<file path="config.mk">
export PLATFORM = sky130hd
export DESIGN_NAME = vdma_axi4_to_axi4s_core
export DESIGN_NICKNAME = d
export VERILOG_FILES = /design/src/rtl/vdma_axi4_to_axi4s_core.sv
export SDC_FILE = /design/constraint.sdc
export NUM_CORES = 1
export LEC_CHECK = 0
export BUFFER_PORTS_ARGS = -buffer_cell sky130_fd_sc_hd__buf_2
export CORE_UTILIZATION = 35
export DETAILED_ROUTE_END_ITERATION = 10
export PLACE_DENSITY_LB_ADDON = 0.2
export SLEW_MARGIN = 40
export SYNTH_ARGS = -nofsm -noshare
export SYNTH_HDL_FRONTEND = slang
export SYNTH_SLANG_ARGS = --single-unit
</file>
<file path="constraint.sdc">
create_clock -name aclk -period 6.7 [get_ports aclk]
set_clock_uncertainty 0.2 [all_clocks]
set_input_delay 0.67 -clock aclk [delete_from_list [all_inputs] [get_ports aclk]]
set_output_delay 0.67 -clock aclk [all_outputs]
set_load 0.02 [all_outputs]
</file>
<file path="src/rtl/vdma_axi4_to_axi4s_core.sv">
// Video DMA read core: fetches a 2-D frame buffer over an AXI4 read port and
// replays it as AXI4-Stream video (tuser = start of frame, tlast = end of line).
module vdma_axi4_to_axi4s_core #(
   parameter int AXI4_ID_WIDTH    = 6,
   parameter int AXI4_ADDR_WIDTH  = 32,
   parameter int AXI4_DATA_SIZE   = 2,
   parameter int AXI4_DATA_WIDTH  = (8 << AXI4_DATA_SIZE),
   parameter int AXI4_LEN_WIDTH   = 8,
   parameter int AXI4_QOS_WIDTH   = 4,
   parameter int AXI4S_USER_WIDTH = 1,
   parameter int AXI4S_DATA_WIDTH = AXI4_DATA_WIDTH,
   parameter int STRIDE_WIDTH     = 14,
   parameter int INDEX_WIDTH      = 8,
   parameter int H_WIDTH          = 12,
   parameter int V_WIDTH          = 12
) (
   input  logic                        aclk,
   input  logic                        aresetn,

   input  logic                        ctl_enable,
   input  logic                        ctl_update,
   output logic                        ctl_busy,
   output logic [INDEX_WIDTH-1:0]      ctl_index,
   output logic [1:0]                  dbg_state,

   input  logic [AXI4_ADDR_WIDTH-1:0]  param_addr,
   input  logic [STRIDE_WIDTH-1:0]     param_stride,
   input  logic [H_WIDTH-1:0]          param_width,
   input  logic [V_WIDTH-1:0]          param_height,
   input  logic [AXI4_LEN_WIDTH-1:0]   param_arlen,

   output logic [AXI4_ADDR_WIDTH-1:0]  monitor_addr,
   output logic [STRIDE_WIDTH-1:0]     monitor_stride,
   output logic [H_WIDTH-1:0]          monitor_width,
   output logic [V_WIDTH-1:0]          monitor_height,
   output logic [AXI4_LEN_WIDTH-1:0]   monitor_arlen,

   output logic [AXI4_ID_WIDTH-1:0]    m_axi4_arid,
   output logic [AXI4_ADDR_WIDTH-1:0]  m_axi4_araddr,
   output logic [1:0]                  m_axi4_arburst,
   output logic [3:0]                  m_axi4_arcache,
   output logic [AXI4_LEN_WIDTH-1:0]   m_axi4_arlen,
   output logic                        m_axi4_arlock,
   output logic [2:0]                  m_axi4_arprot,
   output logic [AXI4_QOS_WIDTH-1:0]   m_axi4_arqos,
   output logic [3:0]                  m_axi4_arregion,
   output logic [2:0]                  m_axi4_arsize,
   output logic                        m_axi4_arvalid,
   input  logic                        m_axi4_arready,

   input  logic [AXI4_ID_WIDTH-1:0]    m_axi4_rid,
   input  logic [AXI4_DATA_WIDTH-1:0]  m_axi4_rdata,
   input  logic [1:0]                  m_axi4_rresp,
   input  logic                        m_axi4_rlast,
   input  logic                        m_axi4_rvalid,
   output logic                        m_axi4_rready,

   output logic [AXI4S_USER_WIDTH-1:0] m_axi4s_tuser,
   output logic                        m_axi4s_tlast,
   output logic [AXI4S_DATA_WIDTH-1:0] m_axi4s_tdata,
   output logic                        m_axi4s_tvalid,
   input  logic                        m_axi4s_tready
);

   // Handshakes: a transfer happens on a rising edge where valid && ready; a
   // raised valid and its payload hold until that transfer completes.

   localparam int CW = ((H_WIDTH > AXI4_LEN_WIDTH) ? H_WIDTH : AXI4_LEN_WIDTH) + 1;

   typedef enum logic [1:0] {ST_IDLE, ST_START, ST_RUN} state_t;
   state_t state;

   logic [AXI4_ADDR_WIDTH-1:0] sh_addr;
   logic [STRIDE_WIDTH-1:0]    sh_stride;
   logic [H_WIDTH-1:0]         sh_width;
   logic [V_WIDTH-1:0]         sh_height;
   logic [AXI4_LEN_WIDTH-1:0]  sh_arlen;

   logic [AXI4_ADDR_WIDTH-1:0] line_base;
   logic [CW-1:0]              ar_hbeat;
   logic [V_WIDTH-1:0]         ar_line;
   logic                       r_run;
   logic                       r_first;
   logic [H_WIDTH-1:0]         r_h;
   logic [V_WIDTH-1:0]         r_v;

   logic [CW-1:0]              burst_beats;
   logic                       ar_line_end;
   logic                       at_boundary;
   logic                       r_accept;
   logic                       unused_r;

   assign burst_beats = CW'(sh_arlen) + CW'(1);
   assign ar_line_end = (ar_hbeat + burst_beats) == CW'(sh_width);
   assign at_boundary = (state == ST_IDLE) ||
                        ((state == ST_RUN) && !m_axi4_arvalid && !r_run);
   assign m_axi4_rready = r_run && (!m_axi4s_tvalid || m_axi4s_tready);
   assign r_accept      = m_axi4_rvalid && m_axi4_rready;
   assign unused_r      = ^{m_axi4_rid, m_axi4_rresp, m_axi4_rlast};

   assign dbg_state       = state;
   assign monitor_addr    = sh_addr;
   assign monitor_stride  = sh_stride;
   assign monitor_width   = sh_width;
   assign monitor_height  = sh_height;
   assign monitor_arlen   = sh_arlen;

   assign m_axi4_arid     = '0;
   assign m_axi4_arburst  = 2'b01;
   assign m_axi4_arcache  = 4'b0001;
   assign m_axi4_arlen    = sh_arlen;
   assign m_axi4_arlock   = 1'b0;
   assign m_axi4_arprot   = 3'b000;
   assign m_axi4_arqos    = '0;
   assign m_axi4_arregion = 4'b0000;
   assign m_axi4_arsize   = 3'(AXI4_DATA_SIZE);

   // Frame sequencer: parameters are latched only when a new frame is accepted.
   always_ff @(posedge aclk) begin
      if (!aresetn) begin
         state     <= ST_IDLE;
         ctl_busy  <= 1'b0;
         ctl_index <= '0;
      end else if (at_boundary) begin
         if (ctl_enable) begin
            state     <= ST_START;
            ctl_busy  <= 1'b1;
            ctl_index <= ctl_index + INDEX_WIDTH'(1);
            if (ctl_update) begin
               sh_addr   <= param_addr;
               sh_stride <= param_stride;
               sh_width  <= param_width;
               sh_height <= param_height;
               sh_arlen  <= param_arlen;
            end
         end else begin
            state    <= ST_IDLE;
            ctl_busy <= 1'b0;
         end
      end else if (state == ST_START) begin
         state <= ST_RUN;
      end
   end

   // AR engine: walks bursts along a line, then jumps to the next line base.
   always_ff @(posedge aclk) begin
      if (!aresetn) begin
         m_axi4_arvalid <= 1'b0;
      end else if (state == ST_START) begin
         m_axi4_arvalid <= 1'b1;
         m_axi4_araddr  <= sh_addr;
         line_base      <= sh_addr;
         ar_hbeat       <= '0;
         ar_line        <= '0;
      end else if (m_axi4_arvalid && m_axi4_arready) begin
         if (ar_line_end) begin
            ar_hbeat      <= '0;
            m_axi4_araddr <= line_base + AXI4_ADDR_WIDTH'(sh_stride);
            line_base     <= line_base + AXI4_ADDR_WIDTH'(sh_stride);
            if (ar_line == sh_height - V_WIDTH'(1)) begin
               m_axi4_arvalid <= 1'b0;
            end else begin
               ar_line <= ar_line + V_WIDTH'(1);
            end
         end else begin
            ar_hbeat      <= ar_hbeat + burst_beats;
            m_axi4_araddr <= m_axi4_araddr + (AXI4_ADDR_WIDTH'(burst_beats) << AXI4_DATA_SIZE);
         end
      end
   end

   // R engine plus registered stream stage; framing comes from our own counters.
   always_ff @(posedge aclk) begin
      if (!aresetn) begin
         r_run          <= 1'b0;
         m_axi4s_tvalid <= 1'b0;
      end else begin
         if (state == ST_START) begin
            r_run   <= 1'b1;
            r_first <= 1'b1;
            r_h     <= '0;
            r_v     <= '0;
         end
         if (r_accept) begin
            m_axi4s_tvalid <= 1'b1;
            m_axi4s_tdata  <= AXI4S_DATA_WIDTH'(m_axi4_rdata);
            m_axi4s_tuser  <= AXI4S_USER_WIDTH'(r_first);
            m_axi4s_tlast  <= (r_h == sh_width - H_WIDTH'(1));
            r_first        <= 1'b0;
            if (r_h == sh_width - H_WIDTH'(1)) begin
               r_h <= '0;
               if (r_v == sh_height - V_WIDTH'(1)) begin
                  r_run <= 1'b0;
               end else begin
                  r_v <= r_v + V_WIDTH'(1);
               end
            end else begin
               r_h <= r_h + H_WIDTH'(1);
            end
         end else if (m_axi4s_tready) begin
            m_axi4s_tvalid <= 1'b0;
         end
      end
   end

endmodule

</file>
==> impl_metrics.json <==
{
  "ys_seq_area_share_pct": 53.4,
  "grt_pass1_wl_um": 52300,
  "ctsHoldBuffers": 0,
  "worstPathRequired_ns": 6.78,
  "fillers": 3559,
  "rows": 70,
  "cp_max_fo": 25,
  "ir_drop_mv": 0.182,
  "cts_sinks": 240,
  "synthFlopType": "edfxtp_1",
  "cts_tree": "built",
  "maxSlewHeadroom_pct": 51.8,
  "status": "complete, no violations",
  "cp_cell_sequence": "ha_1 > nand3_1 > xnor2_1 > ha_1 > and3_1 > o2bb2ai_1 > mux2_1 > or4_1 > nor4b_2 > nand4_1 > buf_4 > nand2_1 > o221ai_1",
  "io_buffers": 282,
  "min_period_ns": 4.89,
  "cpPeakStageDelay_ns": 0.55,
  "netlist_instances": 1178,
  "antenna_found_initial": 0,
  "clk_pin_slew_worst_paths_ns": 0.06,
  "grt_pass1_vias": 9738,
  "globalplace.congestion": 0.831,
  "first_pass_iters": 5,
  "cts_root_buffer": "clkbuf_16",
  "clock_latency_ns": 0.56,
  "track_usage_pct": 17.1,
  "worstPathArrival_ns": 4.97,
  "synth_edf_count": 226,
  "synth_area_mm2": 0.0132,
  "tightest_slew_ns": 0.718,
  "dieArea_mm2": 0.0386,
  "dpl_worst_slack_ns": 1.84,
  "syn_to_final_growth_pct": 20.8,
  "power_density_mw_per_mm2": 237,
  "synth_seq_cells": 240,
  "via_per_inst": 5.01,
  "synth_area_leaders": "edfxtp_1 (51%), xnor2_1 (5.2%), xor2_1 (4.0%)",
  "gr-total-overflow": 0,
  "hold_viol_final": 0,
  "post_cts.repair.setup_buffers": 0,
  "fin_util_pct": 43.4,
  "finalSetupTns_ns": 0,
  "vias": 9875,
  "leakagePower_nw": 6.33,
  "layout-drive-gt1-share_pct": 24.8,
  "maxSlewViolCount": 0,
  "cp_common_cell": "ha_1",
  "endpoint_kind": "flop",
  "grt_max_degree": 58,
  "cts_resized": 0,
  "drt_iter0_drc": 437,
  "fin_crit_sh_pct": 73.0,
  "synth_top_area_share_pct": 51.3,
  "synth_largest_area_cell": "edfxtp_1",
  "cp-start-kind": "flop",
  "hpwl_um": 24500,
  "start_util_pct": 35.9,
  "nNetsFinal": 1618,
  "seqCellArea_mm2": 0.00707,
  "core_region_area_mm2": 0.0369,
  "max_freq_mhz": 205,
  "n_antenna_cell": 0,
  "rsz0062_at_grt": "false",
  "syn_avg_cell_area_um2": 11.2,
  "cap_violations": 0,
  "pin_count": 319,
  "hold_path.class": "input port to flop",
  "routed_wl_um": 33700,
  "postRouteAntennaNets": 0,
  "htree_num_levels": 1,
  "synthArstFlopShare_pct": 0,
  "die_x_um": 196,
  "setup-violations-final": 0,
  "ys_warn_count": 0,
  "finalWorstSetupSlack_ns": 1.81,
  "cp_slowest_cell": "or4_1",
  "numCtsBuffers": 29,
  "clockBufferDepth": 3,
  "multi_input_area_mm2": 0.00574,
  "die_y_um": 196,
  "yosysUniqueCellTypes": 81,
  "wire_per_inst_um": 17.1,
  "post-route-drc-count": 0,
  "critical_path_class": "flop to flop"
}
-- stage by stage --
stage               total power [W]  hold WS [ns]  std cells  instance area [um^2]
global placement            0.00222         0.207       1918                 15000
floorplan                   0.00210         0.200       1203                 13300
global route                0.00395        0.0556       1970                 16000
detailed placement          0.00223         0.228       1920                 15000
CTS                         0.00386        0.0468       1970                 16000
finish                      0.00380        0.0857       1970                 16000
-- power breakdown --
group	switching (W)	internal (W)	total, W
combinational	0.000256	0.000175	0.000432
clock	0.000628	0.000975	0.00160
sequential	0.0000504	0.00171	0.00176
-- cells by family (layout without fill, tap and decap cells) --
logic type               after synthesis  count (layout)  synth area share [%]
multiplexers                          11              11                 0.869
XOR/XNOR                             146             146                  10.4
flip-flops                           240             240                  53.4
AO/OA/AOI/OAI                        215             215                  10.9
adder cells (fa/ha/maj)               45              45                  4.42
buffers and inverters                104             367                  4.19
other                                  2              27                0.0567
AND/OR/NAND/NOR                      415             415                  15.8
-- flip-flops by register name (all words and copies together), names as in the netlist, 12 cells and up --
register	flops
monitor_addr	32
r_h	12
ar_hbeat	13
ar_line	12
line_base	32
monitor_stride	14
m_axi4_araddr	32
m_axi4s_tdata	32
monitor_height	12
r_v	12
monitor_width	12
-- cell usage in the layout (no fill, tap or decap), drive strengths merged, types with 8 or more instances in the layout --
master,netlist,final
a211oi,13,13
a21o,25,25
a21oi,64,64
and2,10,10
and3,29,29
buf,51,292
clkbuf,28,33
clkinv,0,11
conb,2,27
dfxtp,14,14
edfxtp,226,226
ha,42,42
inv,25,24
nand2,100,100
nand2b,15,15
nand3,50,50
nand4,20,20
nor2,112,112
nor2b,9,9
nor3,23,23
o211ai,10,10
o21a,8,8
o21ai,38,38
xnor2,78,78
xor2,61,61
-- critical path: cells and delay by family, from the launching register on --
kind | cells | cell delay [ns]
simple gates | 6 | 2.03
fa+ha+maj | 2 | 0.60
flops | 1 | 0.43
buf+inv | 1 | 0.41
compound gates | 2 | 0.34
mux | 1 | 0.31
xor+xnor | 1 | 0.29
-- path summary, 6_finish.rpt --
path	from	endpoint	slack, ns	cells after the start
setup / recovery	m_axi4_arlen[0]	m_axi4_araddr[8]	1.81	13
hold / removal	m_axi4_rdata[31]	m_axi4s_tdata[31]	0.09	1
setup reg to reg	m_axi4_arlen[0]	m_axi4_araddr[8]	1.81	13
hold reg to reg	r_first	m_axi4s_tuser	0.24	0
-- synth_stat cells (all sizes together), types with 9 or more instances --
cell      n
o21ai    38
and2     10
dfxtp    14
xor2     61
nand2   100
ha       42
a21o     25
nand3    50
buf      51
nand2b   15
and3     29
inv      25
a211oi   13
clkbuf   28
edfxtp  226
nand4    20
a21oi    64
o211ai   10
nor2b     9
xnor2    78
nor2    112
nor3     23
-- routing by layer --
layer  up-vias  routed length, um  track usage (%)
met3        53               1660             3.13
met1      4751              14900             22.3
met5         -                  0                0
met4         0                784             4.83
met2       265              16300             29.0
li1       4806                  -                -
-- cell type report --
cell class,count,share of cell area (%)
sequential,240,44.2
multi-input combinational,859,35.9
timing repair buffer,292,9.45
clock buffer,33,4.63
tap,504,3.94
clock inverter,17,1.31
inverter,25,0.587
(Power assumes the default switching activity.)
